$ cat src/rtl/cam_pkg.sv
// Shared state encoding and QCIF frame constants for the camera capture sequencer.
package cam_pkg;

    typedef enum logic [1:0] {
        IDLE   = 2'd0,
        ARMED  = 2'd1,
        ACTIVE = 2'd2,
        DONE   = 2'd3
    } cam_state_t;

    localparam int QCIF_H = 176;
    localparam int QCIF_V = 144;

endpackage

$ cat src/rtl/cam_edge_det.sv
// Registered rise/fall detector for a signal already synchronous to clk.
module cam_edge_det (
    input  logic clk,
    input  logic rst,
    input  logic d,
    output logic rise,
    output logic fall
);

    logic q;

    always_ff @(posedge clk) begin
        if (rst) q <= 1'b0;
        else     q <= d;
    end

    assign rise = ~q & d;
    assign fall = q & ~d;

endmodule

$ cat src/rtl/cam_capture_ctrl.sv
// Frame-capture sequencer: VSYNC/HREF framing, X/Y address generation, framebuffer write strobe.
// Define CAM_CTRL_CONTINUOUS_EN to re-arm after every frame instead of single-shot capture.
module cam_capture_ctrl
    import cam_pkg::*;
#(
    parameter int H_PIXELS = QCIF_H,
    parameter int V_LINES  = QCIF_V,
    parameter int X_W      = 8,
    parameter int Y_W      = 8
) (
    input  logic           CLK,
    input  logic           RESET,
    input  logic           VSYNC,
    input  logic           HREF,
    input  logic           PIX_VALID,
    input  logic [7:0]     PIX_IN,
    input  logic           CAPTURE_REQ,
    output logic           W_EN,
    output logic [X_W-1:0] X_ADDR,
    output logic [Y_W-1:0] Y_ADDR,
    output logic [7:0]     PIX_OUT,
    output logic           BUSY,
    output logic           FRAME_DONE
);

    // One extra bit so the counters can sit at the limit without wrapping.
    localparam logic [X_W:0] H_MAX = (X_W+1)'(H_PIXELS);
    localparam logic [Y_W:0] V_MAX = (Y_W+1)'(V_LINES);

    cam_state_t state, state_n;
    logic [X_W:0] x;
    logic [Y_W:0] y;
    logic vs_rise, vs_fall, href_fall, href_rise_unused;
    logic pix_ok;

    cam_edge_det u_vs_edge (
        .clk  (CLK),
        .rst  (RESET),
        .d    (VSYNC),
        .rise (vs_rise),
        .fall (vs_fall)
    );

    cam_edge_det u_href_edge (
        .clk  (CLK),
        .rst  (RESET),
        .d    (HREF),
        .rise (href_rise_unused),
        .fall (href_fall)
    );

    assign pix_ok = (state == ACTIVE) & PIX_VALID & HREF & ~VSYNC & (x < H_MAX) & (y < V_MAX);

    always_ff @(posedge CLK) begin
        if (RESET) state <= IDLE;
        else       state <= state_n;
    end

    always_comb begin
        state_n    = state;
        BUSY       = 1'b0;
        FRAME_DONE = 1'b0;
        case (state)
            IDLE: begin
                if (CAPTURE_REQ) state_n = ARMED;
            end
            ARMED: begin
                BUSY = 1'b1;
                if (vs_fall) state_n = ACTIVE;
            end
            ACTIVE: begin
                BUSY = 1'b1;
                if (vs_rise) state_n = DONE;
            end
            DONE: begin
                FRAME_DONE = 1'b1;
`ifdef CAM_CTRL_CONTINUOUS_EN
                state_n = ARMED;
`else
                state_n = IDLE;
`endif
            end
            default: state_n = IDLE;
        endcase
    end

    always_ff @(posedge CLK) begin
        if (RESET) begin
            x       <= '0;
            y       <= '0;
            W_EN    <= 1'b0;
            X_ADDR  <= '0;
            Y_ADDR  <= '0;
            PIX_OUT <= '0;
        end else begin
            W_EN <= pix_ok;
            if (pix_ok) begin
                X_ADDR  <= x[X_W-1:0];
                Y_ADDR  <= y[Y_W-1:0];
                PIX_OUT <= PIX_IN;
            end
            if (state == ARMED && vs_fall) begin
                x <= '0;
                y <= '0;
            end else if (state == ACTIVE) begin
                // Line end wins over the increment; a pixel on the same cycle already used the old x.
                if (href_fall && x != '0) begin
                    x <= '0;
                    if (y < V_MAX) y <= y + 1'b1;
                end else if (pix_ok) begin
                    x <= x + 1'b1;
                end
            end
        end
    end

endmodule

$ cat config.mk
export PLATFORM = sky130hd
export DESIGN_NAME = cam_capture_ctrl
export DESIGN_NICKNAME = d
export VERILOG_FILES = /design/src/rtl/cam_pkg.sv /design/src/rtl/cam_edge_det.sv /design/src/rtl/cam_capture_ctrl.sv
export SDC_FILE = /design/constraint.sdc
export NUM_CORES = 1
export LEC_CHECK = 0
export BUFFER_PORTS_ARGS = -buffer_cell sky130_fd_sc_hd__buf_2
export CORE_ASPECT_RATIO = 1.25
export CORE_MARGIN = 2
export CORE_UTILIZATION = 49
export DETAILED_ROUTE_END_ITERATION = 10
export GPL_TIMING_DRIVEN = 0
export PLACE_DENSITY = 0.75
export SLEW_MARGIN = 20
export SYNTH_ARGS = -nofsm -noshare
export SYNTH_HDL_FRONTEND = slang
export SYNTH_SLANG_ARGS = --single-unit
export TNS_END_PERCENT = 20
$ cat constraint.sdc
create_clock -name CLK -period 1.8 [get_ports CLK]
set_input_delay 0.09 -clock CLK [delete_from_list [all_inputs] [get_ports CLK]]
set_output_delay 0.09 -clock CLK [all_outputs]
set_load 0.005 [all_outputs]
# After elaboration in Yosys (flattened, before gate mapping)
# Cells that the tools add are included.
# Widths: inputs -> output; s select.
[classes]
n_bitwise = 11
n_eq_ne = 6
add_sub_neg = 2
magnitude_cmp = 2
n_div = 0
shifts = 0
multipliers = 0
reduce_logical = 10
mux = 8
[op_table]
columns = ["op", "n"]
rows = [
  ["$add 9x1->9 const B", 2],
  ["$lt 9x8->1 const B", 2],
  ["$mux 9", 2],
  ["$reduce_bool 9->1", 1],
  ["$and 1x1->1", 8],
  ["$pmux 2 s4", 1],
  ["$mux 2", 3],
  ["$reduce_and 3->1", 2],
  ["$eq 2x2->1 const B", 2],
  ["$ne 2x2->1 const B", 2],
  ["$reduce_or 2->1", 2],
  ["$not 1->1", 3],
  ["$eq 2x1->1 const B", 1],
  ["$logic_and 1x1->1", 2],
  ["$logic_not 2->1", 1],
  ["$mux 1", 2],
  ["$ne 2x1->1 const B", 1],
  ["$reduce_and 2->1", 1],
  ["$reduce_bool 2->1", 1],
]
[word_totals]
out_inout_bits = 27
mem_bits_ro = 0
inputBits = 14
mem_count = 0
ram_bits = 0
latch_bits = 0
reg_bits = 47

# Logic depth before layout (Yosys ltp)
[logic_depth]
ltp_word = 8
depth_mapped = 8
ltp_nobuf = 6

# Cells and area by module
# A second synthesis with hierarchy kept.
[hier_totals]
hier_cells = 238
area_unflattened_um2 = 2020.7
[by_module_without_submodules]
columns = ["mod", "n_inst", "cells_each", "seq_area_each_um2", "area_each_um2"]
rows = [
  ["cam_capture_ctrl", 1, 230, 900.9, 1943.1],
  ["cam_edge_det", 2, 4, 20.0, 38.8],
]

# Least setup slack after synthesis
# OpenSTA, ideal clock, no wires.
[synth_path]
path_kind = "reg-to-reg"
start = "register state[0]"
end = "register x[7]"
setup_slack_ns = -0.069
setup_ns = 0.070
period_less_slack_ns = 1.869
stages_incl_launch_ff = 8
t_arrival_ns = 1.799
t_required_ns = 1.730
path_cell_list = "dfxtp_1 > inv_1 > ha_1 > nand4b_1 > a211o_1 > buf_6 > or4_1 > a21oi_1"
[synth_between]
elab_chain_len = 8
word_cells_on_any_way = 11
cone_classes = "eq/ne: 2; bitwise: 5; reduce/logical: 4"
[synth_rtl]
columns = ["item", "line_no", "text"]
rows = [
  ["start, declared", "cam_capture_ctrl.sv:30", "cam_state_t state, state_n;"],
  ["start signal, assigned", "cam_capture_ctrl.sv:56", "else state <= state_n;"],
  ["$eq 2x2->1", "cam_capture_ctrl.sv:52, cam_capture_ctrl.sv:105", ""],
  ["$and 1x1->1 (5 in a row)", "cam_capture_ctrl.sv:52", "assign pix_ok = (state == ACTIVE) & PIX_VALID & HREF & ~VSYNC & (x < H_MAX) & (y < V_MAX);"],
  ["$reduce_bool 2->1 (no source line)", "-", ""],
  ["$reduce_and 2->1 (no source line)", "-", ""],
  ["end signal, assigned", "cam_capture_ctrl.sv:111", "x <= x + 1'b1;"],
  ["end, declared", "cam_capture_ctrl.sv:31", "logic [X_W:0] x;"],
]
# Parallel ways exist; a longest one is shown, timed or not.
# A chain may end at the register's enable or synchronous reset.

# Final worst setup path
[layout_path]
start = "register x[5]"
end = "register x[2]"
[layout_between]
elab_chain_len = 5
word_cells_on_any_way = 8
cone_classes = "order compare: 1; mux: 1; bitwise: 2; reduce/logical: 4"
[layout_rtl]
columns = ["item", "line_no"]
rows = [
  ["$lt 9x8->1", "cam_capture_ctrl.sv:52"],
  ["$and 1x1->1 (2 in a row)", "cam_capture_ctrl.sv:52"],
  ["$reduce_bool 2->1 (no source line)", "-"],
  ["$reduce_and 2->1 (no source line)", "-"],
]
# Parallel ways exist; a longest one is shown, timed or not.

==> impl_metrics.toml <==
[status]
run_status = "completed"

[yosys]
yosys_warnings = 0
synth.distinct_cells = 36
synthCells = 246
ys_seq_area_frac = 0.449
synth_seq_cells = 47
ys.flop_type = "dfxtp_1"
syn_area_um2 = 2100
async_flop_share = 0
syn_area_per_cell_um2 = 8.52
synth_edf_count = 0
synthesis.nets = 268

[final_layout]
drive_gt1_frac = 0.281
area_delta_synth_final_pct = 24.4
final_area_um2 = 2610
multi_input_area_um2 = 1130
n_fill_cell = 370
seq_area_um2 = 947
antenna_cells = 0
nNetsFinal = 317

[sta]
tns_ns = 0
rsz0062_at_grt = "yes"
min_period_ns = 1.77
relSlewSlack = 0.639
post-route-period-util = 0.983
fin_skew_ns = 0.00980
finalMaxSlewViolations = 0
hold_viol_final = 0
tightest_slew_ns = 0.541
fin_hold_ws_ns = 0.0268
setup_ws_ns = 0.0307
fmax_mhz = 565
setup_viol = 0

[power]
p_int_mw = 1.63
p_leak_nw = 0.998
power_density_nw_per_um2 = 847
finalPower_mw = 2.21
p_sw_frac = 0.260
peakVddDrop_mv = 0.570
pwr-share-comb = 0.152
p_seq_frac = 0.502
power_switching_mw = 0.575
power.clock.fraction = 0.346

[min_path]
min_path_cells = 3
hold_class = "input port to register"
min-delay-start = "PIX_IN[6]"

[floorplanning]
io_pins = 41
dieArea_um2 = 4820
die_x_um = 62.5
start_util = 0.511
die_h_um = 77.1
core_area_um2 = 4100
rows = 26

[clocking]
worstSkewPairLatency_ns = 0.31
root_buffer = "clkbuf_8"
clockBufferDepth = 2
clk_pin_slew_ns = 0.09
cts_sinks = 47
h-tree-depth = 2
cts_tree = "yes"
cts_buffers = 5
hold_buffers = 0

[grt]
antenna_found_initial = 0
grt_start_max_net_pins = 15
grt-ovfl-total = 0
grt_pass1_vias = 1985
grt_pass1_wl_mm = 8.91
groute.usage.overall = 0.229

[drt]
vias = 2045
via_per_inst = 5.83
routedWlPerCell_um = 15.0
drt_first_pass_iters = 4
totalWireLength_mm = 5.28
ant_nets = 0
drc = 0
drt_iter0_markers = 145

[job]
maxCapViolCount = 0

[critical_path]
cp-start-kind = "register"
crit_required_ns = 2.05
crit_type = "register to register"
ff2ff_path_depth = 5
crit_path_end_kind = "register"
setup.worst_path.start = "x[5]"
worst-path-max-fanout = 10
r2r_start = "x[5]"
cp.arrival_ns = 2.02

[placed_design]
gp_congestion = 0.857
io_buffers = 40
hpwlAfterDp_mm = 3.59
dp_slack_ns = -0.311
placed_area_um2 = 2370
-- worst max-delay path, stage by stage (launching register included) --
cell     delay [ns]
dfxtp_1        0.39
a21o_1         0.25
a211o_1        0.33
buf_6          0.14
or4_4          0.48
a21oi_2        0.13
-- sequential cells by signal (all words and copies together), names as in the netlist --
signal / count
x: 9
y: 9
PIX_OUT: 8
X_ADDR: 8
Y_ADDR: 8
state: 2
W_EN: 1
u_href_edge.q: 1
u_vs_edge.q: 1
-- power groups by stage --
| stage | clock network (mW) | logic [mW] | registers [mW] |
|---|---|---|---|
| after floorplan | 0 | 0.197 | 1.12 |
| after global placement | 0 | 0.277 | 1.12 |
| after detailed placement | 0 | 0.287 | 1.12 |
| after CTS | 0.770 | 0.321 | 1.11 |
| after global routing | 0.822 | 0.380 | 1.12 |
| final | 0.764 | 0.335 | 1.11 |
-- layer usage --
layer	routed length, um	part of all wire	vias up	global-route usage
met3	235	0.045	12	0.0469
met5	0	0	-	0
met4	150	0.028	0	0.124
met1	2180	0.41	988	0.267
met2	2720	0.51	51	0.389
li1	-	-	994	-
-- synth_stat cells (all sizes together), types with 2 or more instances --
| cell | n | area share |
|---|---|---|
| a21o | 2 | 0.0072 |
| a21oi | 37 | 0.088 |
| and2 | 2 | 0.0060 |
| and3 | 3 | 0.0090 |
| buf | 4 | 0.013 |
| clkbuf | 16 | 0.029 |
| dfxtp | 47 | 0.45 |
| ha | 8 | 0.048 |
| inv | 5 | 0.0090 |
| mux2i | 3 | 0.014 |
| nand2 | 7 | 0.013 |
| nand2b | 3 | 0.0090 |
| nand3 | 34 | 0.081 |
| nand4b | 2 | 0.0084 |
| nor2 | 5 | 0.0090 |
| nor2b | 5 | 0.015 |
| nor3 | 2 | 0.0048 |
| nor4 | 2 | 0.0060 |
| o21ai | 27 | 0.064 |
| o31ai | 8 | 0.029 |
| or3 | 3 | 0.0090 |
| or4 | 8 | 0.029 |
-- repair_timing --
item	CTS	global route
endpoints found under the setup margin	33	38
setup buffers	2	3
resized for setup	13	22
pin swaps	15	3
-- cell type report --
cell class                 instances  area share
sequential                        47       0.363
buffer                            17      0.0355
tap                               56      0.0269
multi-input combinational        174       0.435
clock buffer                       5      0.0264
timing repair buffer              45      0.0912
clock inverter                     2      0.0144
inverter                           5     0.00720
-- placed cells by master (no fill, tap or decap), drive strengths merged, types with 3 or more instances in the layout --
master,count
nand2b,3
o21ai,27
or4,8
inv,5
and3,3
or3,3
o31ai,8
nand2,7
nand3,34
ha,8
a21oi,37
buf,51
clkbuf,16
mux2i,3
dfxtp,47
nor2,5
nor2b,5
-- path summary, 6_finish.rpt --
path                     end  slack [ns]
setup / recovery        x[2]        0.03
hold / removal    PIX_OUT[6]        0.03
setup reg to reg        x[2]        0.03
hold reg to reg   PIX_OUT[1]        0.48
-- kinds of logic (layout without fill, tap and decap cells) --
group / Yosys count / after routing / synth area share
fa+ha+maj: 8 / 8 / 0.0478
compound gates: 81 / 81 / 0.219
simple gates: 82 / 82 / 0.220
flops: 47 / 47 / 0.449
buf+inv: 25 / 74 / 0.0501
mux: 3 / 3 / 0.0143
-- per-stage QoR --
| step | cells | utilization |
|---|---|---|
| floorplan | 246 | - |
| global placement | 342 | 0.578 |
| detailed placement | 342 | 0.578 |
| CTS | 350 | 0.616 |
| global route | 351 | 0.636 |
| finish | 351 | 0.636 |
Note: power is estimated with default switching activity, not from simulation.
